`src/rtl/axil_mem_pkg.sv`:
```
// Shared types and helpers for the AXI4-Lite to memory bridge.
//   resp_t     : AXI response codes used by the bridge (OKAY / SLVERR)
//   rd_tag_t   : per-read tag carried alongside the memory read latency
//   word_index : byte address -> memory word index (before truncation)
package axil_mem_pkg;

  typedef enum logic [1:0] {
    OKAY   = 2'b00,
    SLVERR = 2'b10
  } resp_t;

  typedef struct packed {
    logic valid;
    logic err;
  } rd_tag_t;

  // Computed at 64 bits so an address below the base wraps to a huge index,
  // which the range check then sees as out of range.
  function automatic logic [63:0] word_index(input logic [63:0] addr,
                                             input logic [63:0] base,
                                             input int unsigned off_w);
    return (addr - base) >> off_w;
  endfunction

endpackage

```
`src/rtl/axil_mem_rfifo.sv`:
```
// Synchronous FIFO holding read responses {rdata, rresp}.
//   clk, rst   : clock, synchronous active-high reset
//   push, din  : write side (ignored when full)
//   pop, dout  : read side; dout is the head entry (ignored when empty)
//   full, empty, count : occupancy
module axil_mem_rfifo #(
  parameter int DEPTH = 4,
  parameter int WIDTH = 34
) (
  input  logic                     clk,
  input  logic                     rst,
  input  logic                     push,
  input  logic [WIDTH-1:0]         din,
  input  logic                     pop,
  output logic [WIDTH-1:0]         dout,
  output logic                     full,
  output logic                     empty,
  output logic [$clog2(DEPTH):0]   count
);

  localparam int PW = $clog2(DEPTH);
  localparam int CW = PW + 1;

  logic [WIDTH-1:0] mem [DEPTH];
  logic [PW-1:0]    wptr, rptr;
  logic             do_push, do_pop;

  assign do_push = push & ~full;
  assign do_pop  = pop & ~empty;

  // Storage is not reset; the head is only observed while non-empty.
  always_ff @(posedge clk) begin
    if (do_push) mem[wptr] <= din;
  end

  always_ff @(posedge clk) begin
    if (rst) begin
      wptr  <= '0;
      rptr  <= '0;
      count <= '0;
    end else begin
      if (do_push) wptr <= wptr + PW'(1);
      if (do_pop)  rptr <= rptr + PW'(1);
      count <= count + CW'(do_push) - CW'(do_pop);
    end
  end

  assign full  = (count == CW'(DEPTH));
  assign empty = (count == '0);
  assign dout  = mem[rptr];

endmodule

```
`src/rtl/axi4_lite_mem_bridge.sv`:
```
// AXI4-Lite slave bridging to a simple dual-port synchronous memory.
// Write side: one-entry AW and W buffers filled independently, one memory
// write per cycle with byte enables. Read side: pipelined reads with up to
// RFIFO_DEPTH outstanding, in-order responses through a FIFO.
// Optional macro AXIL_MEM_RANGE_CHECK_EN: out-of-window accesses get SLVERR
// and no memory access; without it the word index wraps modulo 2^MEM_AW.
// Ports:
//   clk, rst                    : clock, synchronous active-high reset
//   s_aw*/s_w*/s_b*             : AXI4-Lite write channels
//   s_ar*/s_r*                  : AXI4-Lite read channels
//   mem_wen/waddr/wdata/wbe     : memory write port
//   mem_ren/raddr, mem_rdata    : memory read port, data RD_LAT cycles later
module axi4_lite_mem_bridge
  import axil_mem_pkg::*;
#(
  parameter int                ADDR_W      = 32,
  parameter int                DATA_W      = 32,
  parameter int                MEM_AW      = 10,
  parameter logic [ADDR_W-1:0] BASE_ADDR   = '0,
  parameter int                RD_LAT      = 1,
  parameter int                RFIFO_DEPTH = 4
) (
  input  logic                clk,
  input  logic                rst,
  input  logic                s_awvalid,
  output logic                s_awready,
  input  logic [ADDR_W-1:0]   s_awaddr,
  input  logic                s_wvalid,
  output logic                s_wready,
  input  logic [DATA_W-1:0]   s_wdata,
  input  logic [DATA_W/8-1:0] s_wstrb,
  output logic                s_bvalid,
  input  logic                s_bready,
  output logic [1:0]          s_bresp,
  input  logic                s_arvalid,
  output logic                s_arready,
  input  logic [ADDR_W-1:0]   s_araddr,
  output logic                s_rvalid,
  input  logic                s_rready,
  output logic [DATA_W-1:0]   s_rdata,
  output logic [1:0]          s_rresp,
  output logic                mem_wen,
  output logic [MEM_AW-1:0]   mem_waddr,
  output logic [DATA_W-1:0]   mem_wdata,
  output logic [DATA_W/8-1:0] mem_wbe,
  output logic                mem_ren,
  output logic [MEM_AW-1:0]   mem_raddr,
  input  logic [DATA_W-1:0]   mem_rdata
);

  localparam int STRB_W = DATA_W / 8;
  localparam int OFF_W  = $clog2(STRB_W);
  localparam int CNT_W  = $clog2(RFIFO_DEPTH) + 1;
  localparam int FIFO_W = DATA_W + 2;

  // ---------------------------------------------------------------- decode
  logic [63:0] aw_idx_full, ar_idx_full;
  logic        aw_oor, ar_oor;

  assign aw_idx_full = word_index(64'(s_awaddr), 64'(BASE_ADDR), OFF_W);
  assign ar_idx_full = word_index(64'(s_araddr), 64'(BASE_ADDR), OFF_W);

`ifdef AXIL_MEM_RANGE_CHECK_EN
  // Any index bit at or above MEM_AW means outside the window (including
  // addresses below the base, which wrap to a huge index).
  assign aw_oor = |(aw_idx_full >> MEM_AW);
  assign ar_oor = |(ar_idx_full >> MEM_AW);
`else
  logic unused_idx_hi;
  assign unused_idx_hi = ^{aw_idx_full[63:MEM_AW], ar_idx_full[63:MEM_AW]};
  assign aw_oor = 1'b0;
  assign ar_oor = 1'b0;
`endif

  // ------------------------------------------------------------ write path
  logic              aw_full, w_full, aw_err;
  logic [MEM_AW-1:0] aw_idx;
  logic [DATA_W-1:0] w_data;
  logic [STRB_W-1:0] w_strb;
  logic              aw_hs, w_hs, wr_issue;
  resp_t             bresp;

  assign wr_issue  = aw_full & w_full & (~s_bvalid | s_bready);
  assign s_awready = ~aw_full | wr_issue;
  assign s_wready  = ~w_full | wr_issue;
  assign aw_hs     = s_awvalid & s_awready;
  assign w_hs      = s_wvalid & s_wready;

  always_ff @(posedge clk) begin
    if (rst) begin
      aw_full  <= 1'b0;
      aw_idx   <= '0;
      aw_err   <= 1'b0;
      w_full   <= 1'b0;
      w_data   <= '0;
      w_strb   <= '0;
      s_bvalid <= 1'b0;
      bresp    <= OKAY;
    end else begin
      // A new beat may land in the same cycle the old one issues.
      if (aw_hs) begin
        aw_full <= 1'b1;
        aw_idx  <= aw_idx_full[MEM_AW-1:0];
        aw_err  <= aw_oor;
      end else if (wr_issue) begin
        aw_full <= 1'b0;
      end
      if (w_hs) begin
        w_full <= 1'b1;
        w_data <= s_wdata;
        w_strb <= s_wstrb;
      end else if (wr_issue) begin
        w_full <= 1'b0;
      end
      // wr_issue implies the previous B is gone or leaving this cycle.
      if (wr_issue) begin
        s_bvalid <= 1'b1;
        bresp    <= aw_err ? SLVERR : OKAY;
      end else if (s_bready) begin
        s_bvalid <= 1'b0;
      end
    end
  end

  assign s_bresp   = bresp;
  assign mem_wen   = wr_issue & ~aw_err;
  assign mem_waddr = mem_wen ? aw_idx : '0;
  assign mem_wdata = mem_wen ? w_data : '0;
  assign mem_wbe   = mem_wen ? w_strb : '0;

  // ------------------------------------------------------------- read path
  logic                       ar_hs, pop;
  logic [CNT_W-1:0]           credit;
  rd_tag_t [RD_LAT-1:0]       tag_pipe;
  rd_tag_t                    tag_out;
  logic [FIFO_W-1:0]          push_data, fifo_dout;
  logic                       fifo_full, fifo_empty;
  logic [$clog2(RFIFO_DEPTH):0] fifo_count;

  // credit covers both reads in the memory pipe and entries in the FIFO,
  // so every accepted read is guaranteed a FIFO slot on return.
  assign s_arready = (credit < CNT_W'(RFIFO_DEPTH));
  assign ar_hs     = s_arvalid & s_arready;
  assign mem_ren   = ar_hs & ~ar_oor;
  assign mem_raddr = mem_ren ? ar_idx_full[MEM_AW-1:0] : '0;

  always_ff @(posedge clk) begin
    if (rst) begin
      tag_pipe <= '0;
      credit   <= '0;
    end else begin
      tag_pipe[0].valid <= ar_hs;
      tag_pipe[0].err   <= ar_hs & ar_oor;
      for (int i = 1; i < RD_LAT; i++) tag_pipe[i] <= tag_pipe[i-1];
      credit <= credit + CNT_W'(ar_hs) - CNT_W'(pop);
    end
  end

  assign tag_out   = tag_pipe[RD_LAT-1];
  assign push_data = tag_out.err ? {{DATA_W{1'b0}}, SLVERR} : {mem_rdata, OKAY};

  axil_mem_rfifo #(
    .DEPTH (RFIFO_DEPTH),
    .WIDTH (FIFO_W)
  ) u_rfifo (
    .clk   (clk),
    .rst   (rst),
    .push  (tag_out.valid),
    .din   (push_data),
    .pop   (pop),
    .dout  (fifo_dout),
    .full  (fifo_full),
    .empty (fifo_empty),
    .count (fifo_count)
  );

  logic unused_fifo;
  assign unused_fifo = ^{fifo_full, fifo_count};

  assign s_rvalid = ~fifo_empty;
  assign pop      = s_rvalid & s_rready;
  assign s_rdata  = s_rvalid ? fifo_dout[FIFO_W-1:2] : '0;
  assign s_rresp  = s_rvalid ? fifo_dout[1:0] : 2'b00;

endmodule
```
`config.mk`:
```
export PLATFORM = sky130hd
export DESIGN_NAME = axi4_lite_mem_bridge
export DESIGN_NICKNAME = d
export VERILOG_FILES = /design/src/rtl/axil_mem_pkg.sv /design/src/rtl/axil_mem_rfifo.sv /design/src/rtl/axi4_lite_mem_bridge.sv
export SDC_FILE = /design/constraint.sdc
export NUM_CORES = 1
export LEC_CHECK = 0
export CORE_ASPECT_RATIO = 0.8
export CORE_UTILIZATION = 51
export DETAILED_ROUTE_END_ITERATION = 16
export HOLD_SLACK_MARGIN = 0.12
export PLACE_DENSITY = 0.85
export SYNTH_ARGS = -nofsm -noshare
export SYNTH_HDL_FRONTEND = slang
export SYNTH_SLANG_ARGS = --single-unit
```
`constraint.sdc`:
```
create_clock -name clk -period 3.35 [get_ports clk]
set_clock_uncertainty 0.1 [all_clocks]
set_input_delay 0.335 -clock clk [delete_from_list [all_inputs] [get_ports clk]]
set_output_delay 0.335 -clock clk [all_outputs]
set_load 0.02 [all_outputs]
```
* After elaboration in Yosys (flattened, before gate mapping) *
Memories as Yosys holds them, arrays and structs flattened. A register that Yosys moved wholly into a read port is not among the register bits.
Cells that the tools add are included.

word-level totals
  flip-flop bits (word level) = 61
  RAM bits = 136
  word-level logic and storage cells = 57
  memories = 1

memory list
  name         words  bits a word  read ports  clocked after memory_dff  wr ports  line                  RTL
  u_rfifo.mem  4      34           1           1                         1         axil_mem_rfifo.sv:24  logic [WIDTH-1:0] mem [DEPTH];

operators by class
  add/subtract/negate cells = 6
  order comparisons = 1
  eq/ne operators = 1
  mux-type cells = 16
  bitwise operators = 16
  reduce and logical (&&, ||, !) cells = 4

operator list
  kind                   count
  $mux W32               2
  $mux W34               1
  $mux W10               2
  $and A1 B1 Y1          8
  $mux W1                7
  $add A3 B1 Y3          2
  $mux W2                3
  $reduce_bool A2 Y1     3
  $sub A3 B1 Y3          2
  $not A1 Y1             5
  $add A2 B1 Y2 const B  2
  $mux W4                1
  $eq A3 B3 Y1 const B   1
  $logic_not A3 Y1       1
  $lt A3 B3 Y1 const B   1
  $or A1 B1 Y1           3

* Logic depth before layout (Yosys ltp) *
Gate-level depths: netlist of run 1.

  depth after elaboration = 6
  mapped depth = 10
  gate-level depth less buffers = 10

* Modules after synthesis *
From an unflattened synthesis of run 1, not the netlist that was laid out.

second synthesis, totals
  cell total of the unflattened synthesis = 570
  area, all modules = 8,449.4 um2

modules (own cells, without submodules)
  module                instances  cells each  area an instance (um2)
  axil_mem_rfifo        1          229         5,422.7
  axi4_lite_mem_bridge  1          341         3,026.7

* Least setup slack after synthesis of run 1 *
No wires, ideal clock.

  path kind = register to register
  start point = register u_rfifo.count[1]
  end point = register u_rfifo.count[2]
  library setup time = 0.078 ns
  arrival time = 2.026 ns
  slack = 1.146 ns
  cell stages (with the launch flop) = 11
  buffers on the path = 0
  cell sequence = dfxtp_1 -> o31ai_1 -> inv_1 -> ha_1 -> inv_1 -> ha_1 -> inv_1 -> fa_1 -> xor2_1 -> and2_1 -> nor3_1

between the ends
  word-level cells in the longest chain between the ends = 5
  elaborated cells on any way between the ends = 9

ends and longest elaborated chain
  item                    line                                               RTL
  start, declared         axil_mem_rfifo.sv:18                               output logic [$clog2(DEPTH):0] count
  start signal, assigned  axil_mem_rfifo.sv:44                               count <= count + CW'(do_push) - CW'(do_pop);
  $logic_not A3 Y1 (*)    axil_mem_rfifo.sv:49                               assign empty = (count == '0);
  $not A1 Y1 (*)          axil_mem_rfifo.sv:29, axi4_lite_mem_bridge.sv:180
  $and A1 B1 Y1           axi4_lite_mem_bridge.sv:181                        assign pop = s_rvalid & s_rready;
  $and A1 B1 Y1 (*)       axil_mem_rfifo.sv:29                               assign do_pop = pop & ~empty;
  via u_rfifo.do_pop      axil_mem_rfifo.sv:26                               logic do_push, do_pop;
  $sub A3 B1 Y3 (*)       axil_mem_rfifo.sv:44

The timed path passes the listed nets; every way through them passes the cells marked *.
A chain may end at the register's enable or synchronous reset.

==> results.yml, run 1 <==
logic_synthesis:
  synth_area_leaders: "edfxtp_1 47%, dfxtp_1 15%, mux4_2 8.9%"
  synth_edf_count: 128
  synth_warnings: 0
  synth_top_cell_by_area: "edfxtp_1"
  syn-cell-area_sq_mm: 0.00810
  synth_area_per_cell_sq_um: 14.5
  synthCells: 557
  async_flop_share_pct: 0
  synth.distinct_cells: 31
  ys.flop_type: "edfxtp_1"
  synth_seq_cells: 190
  ys_seq_area_share_pct: 62.8
  netlist.area_leader.share_pct: 47.5
grt:
  grt_pass1_vias: 5014
  grt_antenna_before_repair: 0
  grt_first_pass_wirelength_mm: 25.8
  grt_util_all_layers_pct: 21.2
  grt_max_degree: 63
  overflow: 0
power:
  ir_worst_vdd_mv: 0.411
  power_density_mw_per_mm2: 654
  p_leak_nw: 3.83
cells_and_area:
  final_cell_mix: "188 x clkdlybuf4s50_1, 128 x edfxtp_1, 94 x nand2b_1"
  layout.nets: 898
  layout-drive-gt1-share_pct: 11.7
  final_common_cell: "clkdlybuf4s50_1"
  syn2layout_area_growth_pct: 33.2
  diodes: 0
  fill_cells: 982
clocking:
  cts-root-buf: "clkbuf_16"
  cts_resized: 0
  postCtsSetupBuffers: 0
  cts_max_path_buffers: 2
  cts-htree-levels: 4
  clkSinkCount: 190
  clk_pin_slew_ns: 0.07
  tritoncts: "done"
  cts_hold_buf: 0
  numCtsBuffers: 17
  clock_latency_ns: 0.43
setup_path:
  end_kind: "output pin"
  path_delay_family: "buffers and inverters"
  crit_fanout: 17
  crit_slowest_cell: "clkdlybuf4s50_1"
  critPathKind: "reg2out"
  cp.arrival_ns: 2.36
  cp.required_ns: 2.91
  crit_path_start_kind: "flip-flop"
  path_cells: "buf_4, mux4_2, nor2b_1, clkdlybuf4s50_1"
  critPathBufInv: 2
  max_stage_delay_ns: 0.56
status:
  status: "complete, no violations"
timing:
  fmax_mhz: 358
  finalHoldViolations: 0
  setup_ws_ns: 0.555
  period_minus_slack_ns: 2.79
  setup_violations: 0
  worstMarginPinSlew_ns: 0.690
  setup_tns_ns: 0
  drv_slew: 0
  rsz0062_at_grt: "no"
  relSlewSlack_pct: 54.0
  fin_crit_sh_pct: 83.4
drt:
  wl_mm: 16.6
  drt_iter0_drc: 183
  first_pass_iters: 4
  vias_per_cell: 5.03
  drc: 0
  antenna_left: 0
  avgRoutedWirePerCell_microns: 17.0
  vias: 4891
floorplan:
  dieArea_sq_mm: 0.0164
  ios: 238
  die_x_microns: 143
  design.core.area_sq_mm: 0.0153
  die_h_microns: 115
  num_rows: 40
  initial_core_util_pct: 53.0
place:
  finalWeightedCongestion: 0.791
  dp_hpwl_mm: 11.3
  dp_slack_ns: 0.660
  io_buffers: 189
worst_hold_path:
  hold_class: "in2reg"
run:
  maxCapViolations: 0
-- per-stage QoR --
step / util (%) / area (sq um) / cells / power [mW] / hold slack [ns]
2_1_floorplan: - / 8110 / 560 / 4.21 / 0.334
3_3_place_gp: 66.8 / 10200 / 940 / 5.06 / 0.354
3_5_place_dp: 66.8 / 10200 / 940 / 5.13 / 0.360
4_1_cts: 70.6 / 10800 / 972 / 7.13 / 0.283
5_1_grt: 70.6 / 10800 / 972 / 7.37 / 0.347
6_report: 70.6 / 10800 / 972 / 7.05 / 0.306
-- synthesized netlist by cell type, drive strengths merged (2+ instances only) --
cell type and number:
xor2 2, nand2 4, nand2b 94, a21oi 4, dfxtp 62, o22ai 2, nor3 2, nor2b 34
ha 8, buf 19, and2b 4, mux4 32, inv 14, nor2 10, edfxtp 128, o21ai 3
mux2i 47, xnor2 2, clkbuf 18, and2 61, fa 2
-- area by class of cell --
class                      count  area [sq um]  area share, %
multi-input combinational    319          2770           25.7
tap                          210           263           2.44
timing repair buffer         207          2020           18.8
inverter                      14          52.6          0.487
clock buffer                  17           425           3.95
clock inverter                15           164           1.52
sequential                   190          5090           47.2
-- where the power goes --
group	total (mW)	internal (mW)	switching (mW)	leakage (nW)
clock network	2.00	1.06	0.937	0.281
logic	2.28	1.15	1.13	1.88
registers	2.77	2.68	0.0921	1.67
total	7.05	4.89	2.16	3.83
-- worst register-to-register path, cell delays in order, from the launching register on --
cell and delay [ns]:
dfxtp_1 0.39, o31ai_1 0.37, inv_1 0.14, ha_1 0.30
inv_1 0.06, ha_1 0.14, inv_1 0.05, fa_1 0.37
xor2_1 0.17, and2_1 0.17, nor3_1 0.12
-- registers in the layout, indices dropped and copies added (netlist names), named ones only --
register and cells:
credit 3, tag_out 1, u_rfifo.mem 128, u_rfifo.wptr 2, w_full 1, w_strb 4
aw_idx 10, u_rfifo.count 3, aw_full 1, w_data 32, s_bvalid 1, u_rfifo.rptr 2
-- path summary, 6_finish.rpt --
| kind | from | end | slack [ns] | depth (start not counted) |
|---|---|---|---|---|
| worst min register to register | w_data[15] | w_data[15] | 0.37 | 2 |
| worst max-delay path | flip-flop | s_rdata[4] | 0.56 | 4 |
| worst min-delay path | rst | s_bvalid | 0.31 | 2 |
| worst max register to register | u_rfifo.count[1] | u_rfifo.count[2] | 0.91 | 10 |
-- layer usage --
metal,vias up,track usage [%],routed length (microns)
li1,2324,-,-
met4,0,7.03,207
met1,2389,24.7,6770
met5,-,0,0
met2,160,36.4,8150
met3,18,7.78,1450
-- cell families (layout without fill, tap and decap cells) --
kind of cell             after synthesis  count (layout)  share of synthesized area [%]
AND/OR/NAND/NOR                      210             210                           15.9
AO/OA/AOI/OAI                         11              11                          0.819
other                                  1               4                         0.0463
buffers and inverters                 51             253                           3.41
adder cells (fa/ha/maj)               10              10                           1.73
flip-flops                           190             190                           62.8
XOR/XNOR                               4               4                          0.433
multiplexers                          80              80                           14.8
Power figures use the tool's default switching activity.
==> run 2, diff against run 1 <==
CORE_UTILIZATION = 43   (was 51)
PLACE_DENSITY = 0.77   (was 0.85)
clock period = 2.2 ns   (was 3.35 ns; I/O delays follow)
==> results.yml, run 2 (synthesis gave the netlist of run 1 again) <==
power:
  power.total_mw: 11.8
  power_density_mw_per_mm2: 1050
  p_leak_nw: 4.37
  ir_worst_vdd_mv: 0.544
setup_path:
  cp.required_ns: 1.88
  crit_fanout: 4
  crit_path_start_kind: "flip-flop"
  timing.rr.start: "u_rfifo.count[0]"
  cp.arrival_ns: 1.94
  timing.rr.end: "u_rfifo.count[2]"
  end_kind: "output pin"
  ff2ff_setup_slack_ns: -0.02
  critPathKind: "reg2out"
  reg2reg_depth: 11
place:
  dp_hpwl_mm: 11.1
  finalWeightedCongestion: 0.770
  io_buffers: 189
floorplan:
  dieArea_sq_mm: 0.0194
  die_x_microns: 155
  initial_core_util_pct: 44.3
  die_h_microns: 125
  design.core.area_sq_mm: 0.0183
  ios: 238
  num_rows: 44
status:
  status: "finished, violations left"
  violations: "setup timing"
worst_hold_path:
  holdPathEnd: "aw_idx[8]"
  holdCritStartpoint: "s_awaddr[10]"
  worstHoldPathCells: 3
  hold_class: "in2reg"
cells_and_area:
  largest_reg_flops: 128
  layout.nets: 922
  diodes: 0
  final_common_cell: "edfxtp_1"
  layout-drive-gt1-share_pct: 23.2
  syn2layout_area_growth_pct: 39.4
  top_regs: "u_rfifo.mem: 128 flops, w_data: 32 flops, aw_idx: 10 flops"
  final_cell_mix: "128 x edfxtp_1, 96 x clkdlybuf4s50_1, 94 x nand2b_1"
  top_register: "u_rfifo.mem"
clocking:
  clock_latency_ns: 0.42
  numCtsBuffers: 17
  clkSinkCount: 190
  cts-root-buf: "clkbuf_16"
  tritoncts: "done"
  cts_max_path_buffers: 2
  cts-htree-levels: 4
  clk_pin_slew_ns: 0.07
drt:
  antenna_left: 0
  vias: 4979
  drt_iter0_drc: 252
  drc: 0
  first_pass_iters: 6
  avgRoutedWirePerCell_microns: 17.1
  wl_mm: 17.8
  vias_per_cell: 4.79
grt:
  grt_pass1_vias: 5327
  grt_first_pass_wirelength_mm: 28.3
  overflow: 0
  grt_max_degree: 50
  grt_util_all_layers_pct: 19.3
  grt_antenna_before_repair: 0
timing:
  setup_ws_ns: -0.0590
  rsz0062_at_grt: "yes"
  holdWs_ns: 0.262
  finalHoldViolations: 0
  fmax_mhz: 443
  fin_crit_sh_pct: 103
  period_minus_slack_ns: 2.26
  drv_slew: 0
  setup_violations: 9
run:
  maxCapViolations: 0
==> run 2: layout make-up <==
| type | count | area, sq um |
|---|---|---|
| Timing Repair Buffer | 231 | 2300 |
| Clock buffer | 17 | 425 |
| Tap cell | 253 | 317 |
| Fill cell | 1391 | 6990 |
| Inverter | 14 | 52.6 |
| Multi-Input combinational cell | 319 | 2940 |
| Clock inverter | 15 | 170 |
| Sequential cell | 190 | 5090 |
==> run 2: worst max-delay path by stage <==
| stage | to | slack, ns | from | cells after the start |
|---|---|---|---|---|
| after detailed placement | u_rfifo.count[2] | -0.17 | s_rready | 11 |
| after global routing | s_rdata[15] | -0.13 | flip-flop | 6 |
| after CTS | s_rdata[15] | -0.13 | flip-flop | 6 |
| after global placement | u_rfifo.count[2] | -0.1 | s_rready | 11 |
| after floorplan | u_rfifo.count[2] | 0.06 | u_rfifo.count[1] | 10 |
| final | s_rdata[15] | -0.06 | flip-flop | 6 |
==> run 2: per-layer routing <==
metal  vias to the layer above  track usage [%]  wire length (microns)
met3                        16             8.07                   1670
li1                       2381                -                      -
met2                       178             32.7                   8660
met5                         -                0                      0
met4                         0             4.21                    153
met1                      2404             22.8                   7290
==> run 2: report_power, final <==
part / leakage, nW / internal [mW] / switching (mW) / total (mW)
sequential: 1.67 / 4.09 / 0.141 / 4.23
clock: 0.295 / 1.62 / 1.45 / 3.07
combinational: 2.40 / 2.39 / 2.12 / 4.51
==> run 2: worst max-delay path, stage by stage (launching register included) <==
cell     delay, ns
dfxtp_4       0.40
buf_12        0.13
buf_8         0.12
buf_6         0.09
mux4_2        0.50
nor2b_4       0.15
buf_6         0.13
==> run 2: stage by stage <==
step | cells | area (sq um) | setup TNS [ns] | utilization (%) | setup slack (ns)
finish | 1039 | 11300 | -0.329 | 61.8 | -0.0590
global route | 1039 | 11300 | -1.91 | 61.8 | -0.127
CTS | 1034 | 11000 | -0.604 | 60.4 | -0.131
detailed placement | 989 | 10400 | -1.83 | 57.0 | -0.165
global placement | 989 | 10400 | -0.868 | 57.0 | -0.0995
floorplan | 560 | 8110 | 0 | - | 0.0566
==> run 2: repair_timing <==
| item | 4_1_cts | 5_1_grt |
|---|---|---|
| setup endpoints to repair | 93 | 53 |
| cloned | 3 | 0 |
| gates resized for setup | 213 | 87 |
| pin swaps | 3 | 7 |
| hold buffers | 1 | 0 |
| endpoints found under the hold margin | 2 | 0 |
| buffers inserted | 9 | 5 |
==> run 3, diff against run 2 <==
CORE_UTILIZATION = 55   (was 43)
DONT_BUFFER_PORTS = 1   (was not set)
PLACE_DENSITY = 0.73   (was 0.77)
==> results.yml, run 3 (synthesis gave the netlist of run 1 again) <==
status:
  status: "finished, violations left"
  violations: "setup timing"
cells_and_area:
  top_register: "u_rfifo.mem"
  diodes: 0
  syn2layout_area_growth_pct: 27.4
  final_cell_mix: "128 x edfxtp_1, 94 x nand2b_1, 85 x dlygate4sd3_1"
  largest_reg_flops: 128
  final_common_cell: "edfxtp_1"
  design_area_sq_mm: 0.0103
  layout-drive-gt1-share_pct: 21.9
  instances_no_fill: 879
  top_regs: "u_rfifo.mem: 128 flops, w_data: 32 flops, aw_idx: 10 flops"
  layout.nets: 832
clocking:
  tritoncts: "done"
  cts-htree-levels: 4
  cts-root-buf: "clkbuf_16"
  clock_latency_ns: 0.43
  clk_pin_slew_ns: 0.06
  clkSinkCount: 190
  numCtsBuffers: 17
  cts_max_path_buffers: 2
floorplan:
  die_x_microns: 138
  dieArea_sq_mm: 0.0152
  num_rows: 39
  initial_core_util_pct: 56.4
  design.core.area_sq_mm: 0.0143
  die_h_microns: 111
  ios: 238
timing:
  setup_ws_ns: -0.0103
  worstMarginPinSlew_ns: 0.746
  finalHoldViolations: 0
  holdWs_ns: 0.190
  fin_crit_sh_pct: 100
  setup_violations: 3
  period_minus_slack_ns: 2.21
  fmax_mhz: 452
  drv_slew: 0
  rsz0062_at_grt: "yes"
  relSlewSlack_pct: 49.8
drt:
  wl_mm: 17.1
  vias_per_cell: 5.48
  vias: 4820
  avgRoutedWirePerCell_microns: 19.5
  first_pass_iters: 4
  drc: 0
  antenna_left: 0
  drt_iter0_drc: 206
setup_path:
  crit_fanout: 8
  cp.required_ns: 1.88
  critPathKind: "reg2out"
  crit_path_start_kind: "flip-flop"
  cp.arrival_ns: 1.89
  end_kind: "output pin"
  timing.rr.start: "u_rfifo.count[2]"
place:
  placed_area_sq_mm: 0.00854
  place_inst: 758
  dp_slack_ns: -0.00648
  dp_hpwl_mm: 9.72
  finalWeightedCongestion: 0.750
  io_buffers: 0
grt:
  overflow: 0
  grt_first_pass_wirelength_mm: 26.3
  grt_pass1_vias: 5083
  grt_util_all_layers_pct: 23.6
  grt_max_degree: 110
  grt_antenna_before_repair: 0
worst_hold_path:
  hold_class: "in2reg"
  holdCritStartpoint: "s_arvalid"
power:
  ir_worst_vdd_mv: 1.16
  power.total_mw: 11.3
  power_density_mw_per_mm2: 1090
  p_leak_nw: 3.81
run:
  maxCapViolations: 0
## run 3: changes by cell type in the layout (fill, tap and decap cells not counted), sizes merged
cell	before	now
buf	72	55
clkinv	7	5
clkdlybuf4s15	8	0
bufbuf	1	0
dlygate4sd3	1	85
clkbuf	29	20
bufinv	1	4
inv	21	16
dlygate4sd2	41	0
clkinvlp	0	1
clkdlybuf4s50	96	0
## run 3: path summary, 6_finish.rpt
path / to / slack (ns) / depth (start not counted)
worst max-delay path: s_rdata[11] / -0.01 / 4
worst min-delay path: tag_out[1] / 0.19 / 3
worst max register to register: credit[2] / 0.11 / 9
worst min register to register: w_data[16] / 0.37 / 2
## run 3: worst max-delay path, stage by stage, from the launching register on
cell and delay [ns]:
dfxtp_4 0.45, clkbuf_16 0.21, mux4_2 0.52, nor2b_4 0.15, buf_6 0.14
## run 3: final cells by class
class,instances,area [sq um]
clock buffers,19,433
flip-flops and latches,190,5090
multi-input cells,319,2920
well taps,184,230
repair buffers,141,1410
inverters,14,52.6
clock inverters,12,185
fillers,888,4030
## run 3: what timing repair did
action                                  4_1_cts  5_1_grt
gates cloned                                  2        1
pin swaps                                     1        3
buffers inserted                              0        1
hold buffers                                 86        0
resized for setup                            11       45
endpoints found under the setup margin       75       80
endpoints found under the hold margin       190        0
## run 3: routing by layer
layer	vias up	wire [microns]	share of wire, %	GRT usage, %
met1	2413	6550	38	26.5
met2	179	8980	52	40.5
met5	-	0	0	0
met3	34	1210	7.1	7.58
li1	2194	-	-	-
met4	0	386	2.3	9.96
## run 3: power breakdown
part	internal, mW	switching, mW	total (mW)
logic	1.85	1.96	3.81
registers	4.09	0.154	4.24
clock network	1.91	1.29	3.20
total	7.85	3.40	11.3
## run 3: metrics by stage
step	TNS, ns	utilization (%)
finish	-0.0127	71.9
floorplan	0	-
global route	-1.66	71.9
global placement	0	59.5
detailed placement	-0.00648	59.5
CTS	-0.353	70.6
